File: config.mk
export PLATFORM = sky130hd
export DESIGN_NAME = uart_mmio
export DESIGN_NICKNAME = d
export VERILOG_FILES = /design/src/rtl/uart_pkg.sv /design/src/rtl/uart_baud_cnt.sv /design/src/rtl/uart_mmio.sv
export SDC_FILE = /design/constraint.sdc
export NUM_CORES = 1
export LEC_CHECK = 0
export ABC_CLOCK_PERIOD_IN_PS = 2700
export BUFFER_PORTS_ARGS = -buffer_cell sky130_fd_sc_hd__buf_2
export CAP_MARGIN = 20
export CORE_MARGIN = 3
export CORE_UTILIZATION = 40
export CTS_CLUSTER_SIZE = 25
export DETAILED_ROUTE_END_ITERATION = 10
export PLACE_DENSITY = 0.64
export SETUP_SLACK_MARGIN = 0.05
export SLEW_MARGIN = 20
export SYNTH_ARGS = -nofsm -noshare
export SYNTH_HDL_FRONTEND = slang
export SYNTH_HIERARCHICAL = 1
export SYNTH_SLANG_ARGS = --single-unit
File: constraint.sdc
create_clock -name clk -period 2.7 [get_ports clk]
set_input_delay 0.135 -clock clk [delete_from_list [all_inputs] [get_ports clk]]
set_output_delay 0.135 -clock clk [all_outputs]
set_load 0.01 [all_outputs]
File: src/rtl/uart_pkg.sv
// Shared definitions for the uart_mmio peripheral: register offsets, CON bit positions,
// and the state encoding used by both serial FSMs.
package uart_pkg;

    localparam logic [31:0] TXD_OFF = 32'h0;
    localparam logic [31:0] RXD_OFF = 32'h4;
    localparam logic [31:0] CON_OFF = 32'h8;

    localparam int CON_TX_IE    = 0;
    localparam int CON_RX_IE    = 1;
    localparam int CON_TX_BUSY  = 2;
    localparam int CON_RX_VALID = 3;
    localparam int CON_TX_DONE  = 4;

    typedef enum logic [1:0] {
        IDLE  = 2'd0,
        START = 2'd1,
        DATA  = 2'd2,
        STOP  = 2'd3
    } uart_state_e;

endpackage

File: src/rtl/uart_baud_cnt.sv
// Loadable down-counter for bit timing; tick is high during the last cycle of a loaded
// period, so loading N yields a state lasting exactly N cycles.
module uart_baud_cnt #(
    parameter int W = 8
) (
    input  logic         clk,
    input  logic         reset,
    input  logic         load,
    input  logic [W-1:0] load_val,
    output logic         tick
);

    localparam logic [W-1:0] ONE = 1;

    logic [W-1:0] cnt;

    always_ff @(posedge clk or negedge reset) begin
        if (!reset) begin
            cnt <= '0;
        end else if (load) begin
            cnt <= load_val;
        end else if (cnt != '0) begin
            cnt <= cnt - ONE;
        end
    end

    assign tick = (cnt == ONE);

endmodule

File: src/rtl/uart_mmio.sv
// Memory-mapped 8N1 UART (TXD/RXD/CON) on the MEM-stage bus.
// Define UART_MMIO_IRQ_EN for a registered interrupt output; without it irq is tied low.
//
// state | meaning (TX and RX FSMs)
// IDLE  | line idle, waiting for a store (TX) or a falling edge (RX)
// START | start bit (RX: half-bit wait, then glitch check)
// DATA  | 8 data bits, LSB first
// STOP  | stop bit (RX: also holds here after a framing error until the line is high)
module uart_mmio #(
    parameter int unsigned CLK_FREQ  = 100000000,
    parameter int unsigned BAUD      = 9600,
    parameter logic [31:0] BASE_ADDR = 32'h40000018
) (
    input  logic        clk,
    input  logic        reset,
    input  logic [31:0] Address,
    input  logic [31:0] Write_data,
    input  logic        MemRead,
    input  logic        MemWrite,
    output logic [31:0] Read_data,
    output logic        hit,
    input  logic        uart_rx,
    output logic        uart_tx,
    output logic        irq
);
    import uart_pkg::*;

    localparam int unsigned DIV = CLK_FREQ / BAUD;
    localparam int CNT_W = $clog2(DIV + 1);
    localparam logic [CNT_W-1:0] DIV_LD  = CNT_W'(DIV);
    localparam logic [CNT_W-1:0] HALF_LD = CNT_W'(DIV / 2);

    logic [31:0] offset;
    logic        sel_txd, sel_rxd, sel_con;
    logic        unused_wdata;

    logic [7:0]  txd_q, rxd_q;
    logic        tx_ie, rx_ie, rx_valid, tx_done;

    uart_state_e tx_state, tx_state_d;
    logic [2:0]  tx_idx, tx_idx_d;
    logic        tx_load, tx_tick, tx_start, tx_done_set, tx_line_d, tx_busy;

    uart_state_e rx_state, rx_state_d;
    logic [2:0]  rx_idx, rx_idx_d;
    logic [7:0]  rx_shift, rx_shift_d;
    logic        rx_s1, rx_s2, rx_prev, rx_fall;
    logic        rx_ferr, rx_ferr_d, rx_load, rx_tick, rx_done_set;
    logic [CNT_W-1:0] rx_load_val;

    assign offset  = Address - BASE_ADDR;
    assign hit     = (offset <= CON_OFF) && (offset[1:0] == 2'b00);
    assign sel_txd = hit && (offset == TXD_OFF);
    assign sel_rxd = hit && (offset == RXD_OFF);
    assign sel_con = hit && (offset == CON_OFF);
    assign unused_wdata = ^Write_data[31:8];

    assign tx_busy  = (tx_state != IDLE);
    assign tx_start = MemWrite && sel_txd && !tx_busy;

    always_comb begin
        Read_data = '0;
        if (sel_txd) begin
            Read_data[7:0] = txd_q;
        end else if (sel_rxd) begin
            Read_data[7:0] = rxd_q;
        end else if (sel_con) begin
            Read_data[CON_TX_IE]    = tx_ie;
            Read_data[CON_RX_IE]    = rx_ie;
            Read_data[CON_TX_BUSY]  = tx_busy;
            Read_data[CON_RX_VALID] = rx_valid;
            Read_data[CON_TX_DONE]  = tx_done;
        end
    end

    // Set wins over clear-on-read when both land on the same edge.
    always_ff @(posedge clk or negedge reset) begin
        if (!reset) begin
            txd_q    <= '0;
            rxd_q    <= '0;
            tx_ie    <= 1'b0;
            rx_ie    <= 1'b0;
            rx_valid <= 1'b0;
            tx_done  <= 1'b0;
        end else begin
            if (tx_start) txd_q <= Write_data[7:0];
            if (rx_done_set) rxd_q <= rx_shift;
            if (MemWrite && sel_con) begin
                tx_ie <= Write_data[CON_TX_IE];
                rx_ie <= Write_data[CON_RX_IE];
            end
            if (rx_done_set) rx_valid <= 1'b1;
            else if (MemRead && sel_rxd) rx_valid <= 1'b0;
            if (tx_done_set) tx_done <= 1'b1;
            else if (MemRead && sel_con) tx_done <= 1'b0;
        end
    end

    uart_baud_cnt #(.W(CNT_W)) u_tx_baud (
        .clk      (clk),
        .reset    (reset),
        .load     (tx_load),
        .load_val (DIV_LD),
        .tick     (tx_tick)
    );

    always_comb begin
        tx_state_d  = tx_state;
        tx_idx_d    = tx_idx;
        tx_load     = 1'b0;
        tx_done_set = 1'b0;
        case (tx_state)
            IDLE: if (tx_start) begin
                tx_state_d = START;
                tx_load    = 1'b1;
            end
            START: if (tx_tick) begin
                tx_state_d = DATA;
                tx_idx_d   = 3'd0;
                tx_load    = 1'b1;
            end
            DATA: if (tx_tick) begin
                tx_load = 1'b1;
                if (tx_idx == 3'd7) tx_state_d = STOP;
                else tx_idx_d = tx_idx + 3'd1;
            end
            STOP: if (tx_tick) begin
                tx_state_d  = IDLE;
                tx_done_set = 1'b1;
            end
            default: tx_state_d = IDLE;
        endcase
        case (tx_state_d)
            START:   tx_line_d = 1'b0;
            DATA:    tx_line_d = txd_q[tx_idx_d];
            default: tx_line_d = 1'b1;
        endcase
    end

    always_ff @(posedge clk or negedge reset) begin
        if (!reset) begin
            tx_state <= IDLE;
            tx_idx   <= '0;
            uart_tx  <= 1'b1;
        end else begin
            tx_state <= tx_state_d;
            tx_idx   <= tx_idx_d;
            uart_tx  <= tx_line_d;
        end
    end

    uart_baud_cnt #(.W(CNT_W)) u_rx_baud (
        .clk      (clk),
        .reset    (reset),
        .load     (rx_load),
        .load_val (rx_load_val),
        .tick     (rx_tick)
    );

    assign rx_fall = rx_prev && !rx_s2;

    always_comb begin
        rx_state_d  = rx_state;
        rx_idx_d    = rx_idx;
        rx_shift_d  = rx_shift;
        rx_ferr_d   = rx_ferr;
        rx_load     = 1'b0;
        rx_load_val = DIV_LD;
        rx_done_set = 1'b0;
        case (rx_state)
            IDLE: if (rx_fall) begin
                rx_state_d  = START;
                rx_load     = 1'b1;
                rx_load_val = HALF_LD;
            end
            START: if (rx_tick) begin
                if (rx_s2) begin
                    rx_state_d = IDLE;
                end else begin
                    rx_state_d = DATA;
                    rx_idx_d   = 3'd0;
                    rx_load    = 1'b1;
                end
            end
            DATA: if (rx_tick) begin
                rx_shift_d = {rx_s2, rx_shift[7:1]};
                rx_load    = 1'b1;
                if (rx_idx == 3'd7) rx_state_d = STOP;
                else rx_idx_d = rx_idx + 3'd1;
            end
            STOP: begin
                if (rx_ferr) begin
                    if (rx_s2) begin
                        rx_state_d = IDLE;
                        rx_ferr_d  = 1'b0;
                    end
                end else if (rx_tick) begin
                    if (rx_s2) begin
                        rx_state_d  = IDLE;
                        rx_done_set = 1'b1;
                    end else begin
                        rx_ferr_d = 1'b1;
                    end
                end
            end
            default: rx_state_d = IDLE;
        endcase
    end

    always_ff @(posedge clk or negedge reset) begin
        if (!reset) begin
            rx_s1    <= 1'b1;
            rx_s2    <= 1'b1;
            rx_prev  <= 1'b1;
            rx_state <= IDLE;
            rx_idx   <= '0;
            rx_shift <= '0;
            rx_ferr  <= 1'b0;
        end else begin
            rx_s1    <= uart_rx;
            rx_s2    <= rx_s1;
            rx_prev  <= rx_s2;
            rx_state <= rx_state_d;
            rx_idx   <= rx_idx_d;
            rx_shift <= rx_shift_d;
            rx_ferr  <= rx_ferr_d;
        end
    end

`ifdef UART_MMIO_IRQ_EN
    always_ff @(posedge clk or negedge reset) begin
        if (!reset) irq <= 1'b0;
        else irq <= (tx_ie && tx_done) || (rx_ie && rx_valid);
    end
`else
    assign irq = 1'b0;
`endif

endmodule

==> run_results.csv, run 1 <==
group,metric,value,unit
pwr,p_leak,2.64,nW
timing,hold_viol,0,
finish,fin_cells,734,
setup_path,crit_chain,"nor4_4 -> nand4_1 -> nor2_2 -> and2_4 -> buf_4 -> a41oi_2 -> buf_4 -> buf_4 -> mux2i_1 -> a2bb2o_1 -> o21ai_1 -> and3_1",
clocking,clockBufferDepth,2,
grt,grt_antenna_before_repair,0,
setup_path,crit_family,"simple AND/OR/NAND/NOR gates",
yosys,ys_warn_count,6,
clocking,cts-root-buf,"clkbuf_16",
timing,grt_setup_unrepaired,"false",
drt,avgRoutedWirePerCell,14.3,um
drt,firstDrtPassIters,4,
outcome,status,"completed",
floorplanning,io_pins,104,
grt,grt_start_max_net_pins,47,
timing,max_slew_margin,0.592,
clocking,ctsHtreeMaxLevel,3,
yosys,synth_edf_count,0,
drt,vias_per_cell,5.44,
timing,period_needed,2.54,ns
finish,final_cell_area,5740,um2
setup_path,startpoint_type,"flop",
clocking,clk_latency,0.34,ns
floorplanning,start_util,0.419,
floorplanning,die_area,12900,um2
setup_path,crit_top_cell,"buf_4",
yosys,synth.distinct_cells,71,
yosys,ys_seq_area_frac,0.384,
yosys,async_reset_ff_frac,1.00,
pwr,vdd_drop_max,0.290,mV
clocking,cts_sinks,71,
yosys,synth_cells,473,
clocking,cts_made_buffers,9,
timing,clock.fmax,0.393,GHz
placed_design,hpwl,7920,um
floorplanning,die_x,114,um
timing,worst_pin_slew,0.612,ns
finish,fill_cells,992,
grt,grt_pass1_wl,17700,um
setup_path,reg2reg_slack,0.16,ns
drt,finalWirelength,10500,um
setup_path,worstPathMaxFanout,4,
drt,num_vias,3991,
timing,setup_tns,0,ns
timing,skew,0.00901,ns
yosys,synth_flop_cell,"dfrtp_1",
floorplanning,rows,38,
placed_design,dpl.cell_count,711,
floorplanning,dieHeight,114,um
drt,ant_nets,0,
timing,setup_viol,0,
finish,syn_to_final_growth,23.8,%
yosys,synth-seq-cells,71,
setup_path,slowest_delay,0.40,ns
floorplanning,core-area,11100,um2
timing,slew_viol_final,0,
grt,grt_overflow,0,
pwr,p_per_area,628,nW/um2
setup_path,path_buf_inv,3,
finish,drive_gt1_frac,0.305,
drt,first_iter_violations,289,
finish,nets,670,
setup_path,cp.arrival,2.82,ns
finish,diodes,0,
run,drv_cap,0,
placed_design,globalplace.congestion,0.832,
worst_hold_path,worst_hold_path_type,"in -> reg",
setup_path,path_class,"reg -> reg",
placed_design,post_dp_cell_area,5310,um2
setup_path,end_kind,"flop",
yosys,synth_area,4640,um2
setup_path,slowest_stage,"dfrtp_1",
yosys,syn_avg_cell_area,9.81,um2
clocking,cts_tree,"yes",
grt,grt_pass1_vias,3788,
pwr,p_total,3.61,mW
placed_design,io_buffers,54,
setup_path,cp.required,2.98,ns
grt,grt.total_usage,0.165,
clocking,clk_pin_slew,0.07,ns
drt,drc_errors,0,
timing,fin_crit_sh,0.941,
==> layout make-up <==
class                   count  area [um2]  area share
well taps                 140         175      0.0305
multi-input cells         379        2720       0.474
clock inverters             7         104      0.0181
inverters                  29         109      0.0190
repair buffers             99         626       0.109
clock buffers               9         225      0.0392
flip-flops and latches     71        1780       0.310
==> what timing repair did <==
action                                  in CTS  in global routing
buffers inserted                             2                  3
endpoints found under the hold margin       23                  0
gates resized for setup                      5                  9
hold buffers                                 2                  0
endpoints found under the setup margin       1                 23
pin swaps                                    3                  4
==> worst paths after layout <==
kind / start / end / cells past startpoint
max: u_tx_baud/cnt[11]$_DFFE_PN0P_ / uart_tx$_DFF_PN1_ / 12
min: Write_data[7] / txd_q[7]$_DFFE_PN0P_ / 2
max reg2reg: u_tx_baud/cnt[11]$_DFFE_PN0P_ / uart_tx$_DFF_PN1_ / 12
min reg2reg: rx_s1$_DFF_PN1_ / rx_s2$_DFF_PN1_ / 0
max in group asynchronous: reset / uart_tx$_DFF_PN1_ / 3
min in group asynchronous: reset / u_tx_baud/cnt[5]$_DFFE_PN0P_ / 2
==> synthesized netlist by cell type (all sizes together) (5+ instances only) <==
cell | instances | share of area
nand3 | 11 | 0.012
o21ai | 10 | 0.011
mux2i | 14 | 0.030
dfrtp | 67 | 0.36
a2bb2oi | 6 | 0.011
a211o | 5 | 0.010
xnor2 | 5 | 0.0094
inv | 28 | 0.023
nand4b | 6 | 0.011
xor2 | 9 | 0.017
mux2 | 30 | 0.078
nor2 | 50 | 0.040
or3 | 6 | 0.010
a211oi | 15 | 0.028
nor4 | 18 | 0.040
buf | 27 | 0.044
nand4 | 15 | 0.022
nor3 | 18 | 0.026
a21oi | 17 | 0.018
nand2 | 20 | 0.017
ha | 12 | 0.032
clkbuf | 10 | 0.0081
==> flip-flops by register name, summed over array words and instances, names as in the netlist, named ones only <==
| signal | count |
|---|---|
| rx_ferr | 1 |
| rx_idx | 3 |
| rx_ie | 1 |
| rx_prev | 1 |
| rx_s1 | 1 |
| rx_s2 | 1 |
| rx_shift | 8 |
| rx_state | 1 |
| rx_valid | 1 |
| rxd_q | 8 |
| tx_done | 1 |
| tx_idx | 3 |
| tx_ie | 1 |
| tx_state | 2 |
| txd_q | 8 |
| u_rx_baud/cnt | 14 |
| u_tx_baud/cnt | 14 |
| uart_tx | 1 |
==> worst register-to-register path, stage by stage, from the launching register on <==
cell and delay (ns):
dfrtp_1 0.40, nor4_4 0.32, nand4_1 0.21, nor2_2 0.18, and2_4 0.17, buf_4 0.12
a41oi_2 0.11, buf_4 0.17, buf_4 0.13, mux2i_1 0.11, a2bb2o_1 0.29, o21ai_1 0.13
and3_1 0.17
==> layer usage <==
layer | routed length (um) | vias to the layer above | track usage
li1 | - | 1923 | -
met1 | 4710 | 1927 | 0.215
met2 | 5000 | 124 | 0.279
met3 | 693 | 17 | 0.0361
met4 | 129 | 0 | 0.0441
met5 | 0 | - | 0
==> power breakdown <==
part           switching [mW]  internal [mW]  total [mW]
registers               0.214           1.23        1.45
logic                   0.453          0.396       0.849
clock network           0.489          0.822        1.31
==> cell families (layout without fill, tap and decap cells) <==
kind of cell / Yosys count / in the layout / synth area share
simple gates: 173 / 173 / 0.225
compound gates: 91 / 91 / 0.147
flops: 71 / 71 / 0.384
buf+inv: 66 / 144 / 0.0753
mux: 44 / 44 / 0.108
xor+xnor: 14 / 14 / 0.0264
fa+ha+maj: 12 / 12 / 0.0324
other cells: 2 / 45 / 0.00162
==> cell usage in the layout, fill, tap and decap left out, types with 14 or more instances in the layout <==
cell     synthesis  final
nand2_1         18     18
a21oi_1         17     16
nand4_1         14     14
buf_4           25     42
nor2_1          50     48
mux2_2          20     18
buf_2            0     54
conb_1           2     45
inv_1           28     28
mux2i_1         14     14
dfrtp_1         67     66
==> through the flow <==
stage,hold slack [ns],utilization,setup WS [ns]
finish,0.0170,0.519,0.158
global route,0.0176,0.519,0.00420
CTS,0.000996,0.514,0.0665
detailed placement,0.181,0.480,-0.130
global placement,0.176,0.480,0.0198
floorplan,-0.161,-,-0.0260
(Power assumes the default switching activity.)
==> run 2, diff against run 1 <==
- GPL_TIMING_DRIVEN: default -> 0
- MAX_ROUTING_LAYER: default -> met4
==> run_results.csv, run 2 (synthesized netlist as in run 1, its figures left out) <==
group,metric,value,unit
setup_path,cp.arrival,2.85,ns
drt,num_vias,4058,
pwr,p_per_area,584,nW/um2
clocking,clockBufferDepth,2,
timing,slew_viol_final,0,
timing,clock.fmax,0.387,GHz
grt,grt_start_max_net_pins,44,
outcome,status,"completed",
floorplanning,dieHeight,114,um
clocking,clk_pin_slew,0.07,ns
finish,diodes,0,
timing,fin_hold_ws,0.0244,ns
placed_design,dpl.cell_count,711,
grt,grt_overflow,0,
drt,avgRoutedWirePerCell,14.9,um
timing,grt_setup_unrepaired,"true",
pwr,p_switching,1.19,mW
floorplanning,core-area,11100,um2
setup_path,startpoint_type,"flop",
worst_hold_path,hp-start,"Write_data[7]",
grt,grt_pass1_vias,3766,
floorplanning,io_pins,104,
grt,grt.total_usage,0.174,
pwr,vdd_drop_max,0.313,mV
setup_path,crit_chain,"nor3_4 -> nand4_1 -> nor2_4 -> and2_4 -> a221oi_1 -> a41oi_2 -> mux2_4 -> a2bb2o_2 -> o21ai_1 -> and3_1",
setup_path,slowest_delay,0.48,ns
grt,grt_pass1_wl,18000,um
floorplanning,start_util,0.419,
placed_design,io_buffers,54,
drt,finalWirelength,11200,um
setup_path,worstPathMaxFanout,7,
placed_design,hpwl,7850,um
floorplanning,rows,38,
pwr,seqPwrFrac,0.432,
setup_path,cp.required,2.97,ns
clocking,clk_latency,0.34,ns
clocking,cts_tree,"yes",
clocking,cts_sinks,71,
floorplanning,die_area,12900,um2
setup_path,slowest_stage,"dfrtp_1",
drt,drc_errors,0,
clocking,ctsHtreeMaxLevel,3,
finish,layout_common_cells,"dfrtp_1 (66), buf_2 (55), buf_4 (49), nor2_1 (48), conb_1 (45)",
drt,first_iter_violations,225,
drt,vias_per_cell,5.40,
drt,ant_nets,0,
finish,nets,687,
pwr,pwr-share-comb,0.225,
grt,grt_antenna_before_repair,0,
finish,final_cell_area,6040,um2
placed_design,pre_cts_slack,-0.654,ns
timing,hold_viol,0,
setup_path,path_class,"reg -> reg",
pwr,p_leak,2.74,nW
timing,setup_viol,0,
drt,firstDrtPassIters,4,
finish,drive_gt1_frac,0.350,
finish,fin_cells,751,
timing,max_slew_margin,0.563,
timing,timing.final.ws_setup,0.115,ns
floorplanning,die_x,114,um
timing,fin_crit_sh,0.957,
finish,layout_commonest_cell,"dfrtp_1",
pwr,power.share.switching,0.338,
timing,skew,0.00871,ns
setup_path,rr_startpoint,"u_tx_baud/cnt[3]$_DFFE_PN0P_",
pwr,p_clk_frac,0.343,
placed_design,post_dp_cell_area,5290,um2
setup_path,end_kind,"flop",
timing,period_needed,2.58,ns
setup_path,crit_path_start,"u_tx_baud/cnt[3]$_DFFE_PN0P_",
pwr,internal-power,2.33,mW
finish,reg_top3,"u_rx_baud/cnt (14), u_tx_baud/cnt (14)",
clocking,cts_made_buffers,9,
run,drv_cap,0,
finish,syn_to_final_growth,30.1,%
worst_hold_path,worst_hold_path_type,"in -> reg",
clocking,cts-root-buf,"clkbuf_16",
placed_design,globalplace.congestion,0.900,
timing,worst_pin_slew,0.653,ns
[run 2: cell types whose count changed in the layout (fill, tap and decap cells not counted), moves of 3 or more]
cell      previous run  this run
nor4_1              12         9
clkbuf_1             0         4
nor3_2               6         1
nor3_4               0         6
buf_4               42        49
[run 2: worst max-delay path: cells and delay by family (launching register included)]
family	cells	cell delay, ns
DFF	1	0.48
and+or+nand+nor	5	1.02
muxes	1	0.33
AOI/OAI and AO/OA	4	0.68
[run 2: final timing paths]
check	endpoint	slack (ns)	depth (start not counted)
worst min register to register	rx_s2$_DFF_PN1_	0.36	0
min in group asynchronous	u_tx_baud/cnt[6]$_DFFE_PN0P_	0.26	2
worst max-delay path	uart_tx$_DFF_PN1_	0.12	10
max in group asynchronous	uart_tx$_DFF_PN1_	1.84	3
worst min-delay path	txd_q[7]$_DFFE_PN0P_	0.02	2
worst max register to register	uart_tx$_DFF_PN1_	0.12	10
[run 2: repair_timing]
item | 4_1_cts | 5_1_grt
endpoints found under the setup margin | 37 | 40
resized for setup | 25 | 40
endpoints found under the hold margin | 26 | 0
buffers inserted | 11 | 11
hold buffers | 2 | 0
pin swaps | 9 | 17
[run 2: power groups by stage]
stage	sequential [mW]	clock, mW	combinational [mW]
finish	1.52	1.21	0.794
detailed placement	1.50	0	0.712
floorplan	1.44	0	0.543
global route	1.55	1.29	0.886
global placement	1.49	0	0.686
CTS	1.51	1.24	0.753
[run 2: final cells by class]
| type | count | area [um2] |
|---|---|---|
| Buffer | 37 | 265 |
| Multi-Input combinational cell | 379 | 2920 |
| Clock buffer | 9 | 225 |
| Inverter | 29 | 109 |
| Tap cell | 140 | 175 |
| Timing Repair Buffer | 79 | 478 |
| Clock inverter | 7 | 78.8 |
| Fill cell | 967 | 5040 |
| Sequential cell | 71 | 1780 |
[run 2: through the flow]
stage	util	setup TNS (ns)	total power, mW
6_report	0.545	0	3.52
3_3_place_gp	0.475	-16.07	2.17
2_1_floorplan	-	-0.0260	1.98
4_1_cts	0.523	0	3.51
3_5_place_dp	0.477	-14.56	2.21
5_1_grt	0.545	0	3.72
[run 2: layer usage]
metal | GRT usage | share of wire | vias to the layer above
met5 | - | 0 | -
met2 | 0.277 | 0.47 | 160
met1 | 0.225 | 0.44 | 1923
met4 | 0.0521 | 0.011 | 0
li1 | - | - | 1962
met3 | 0.0361 | 0.076 | 13
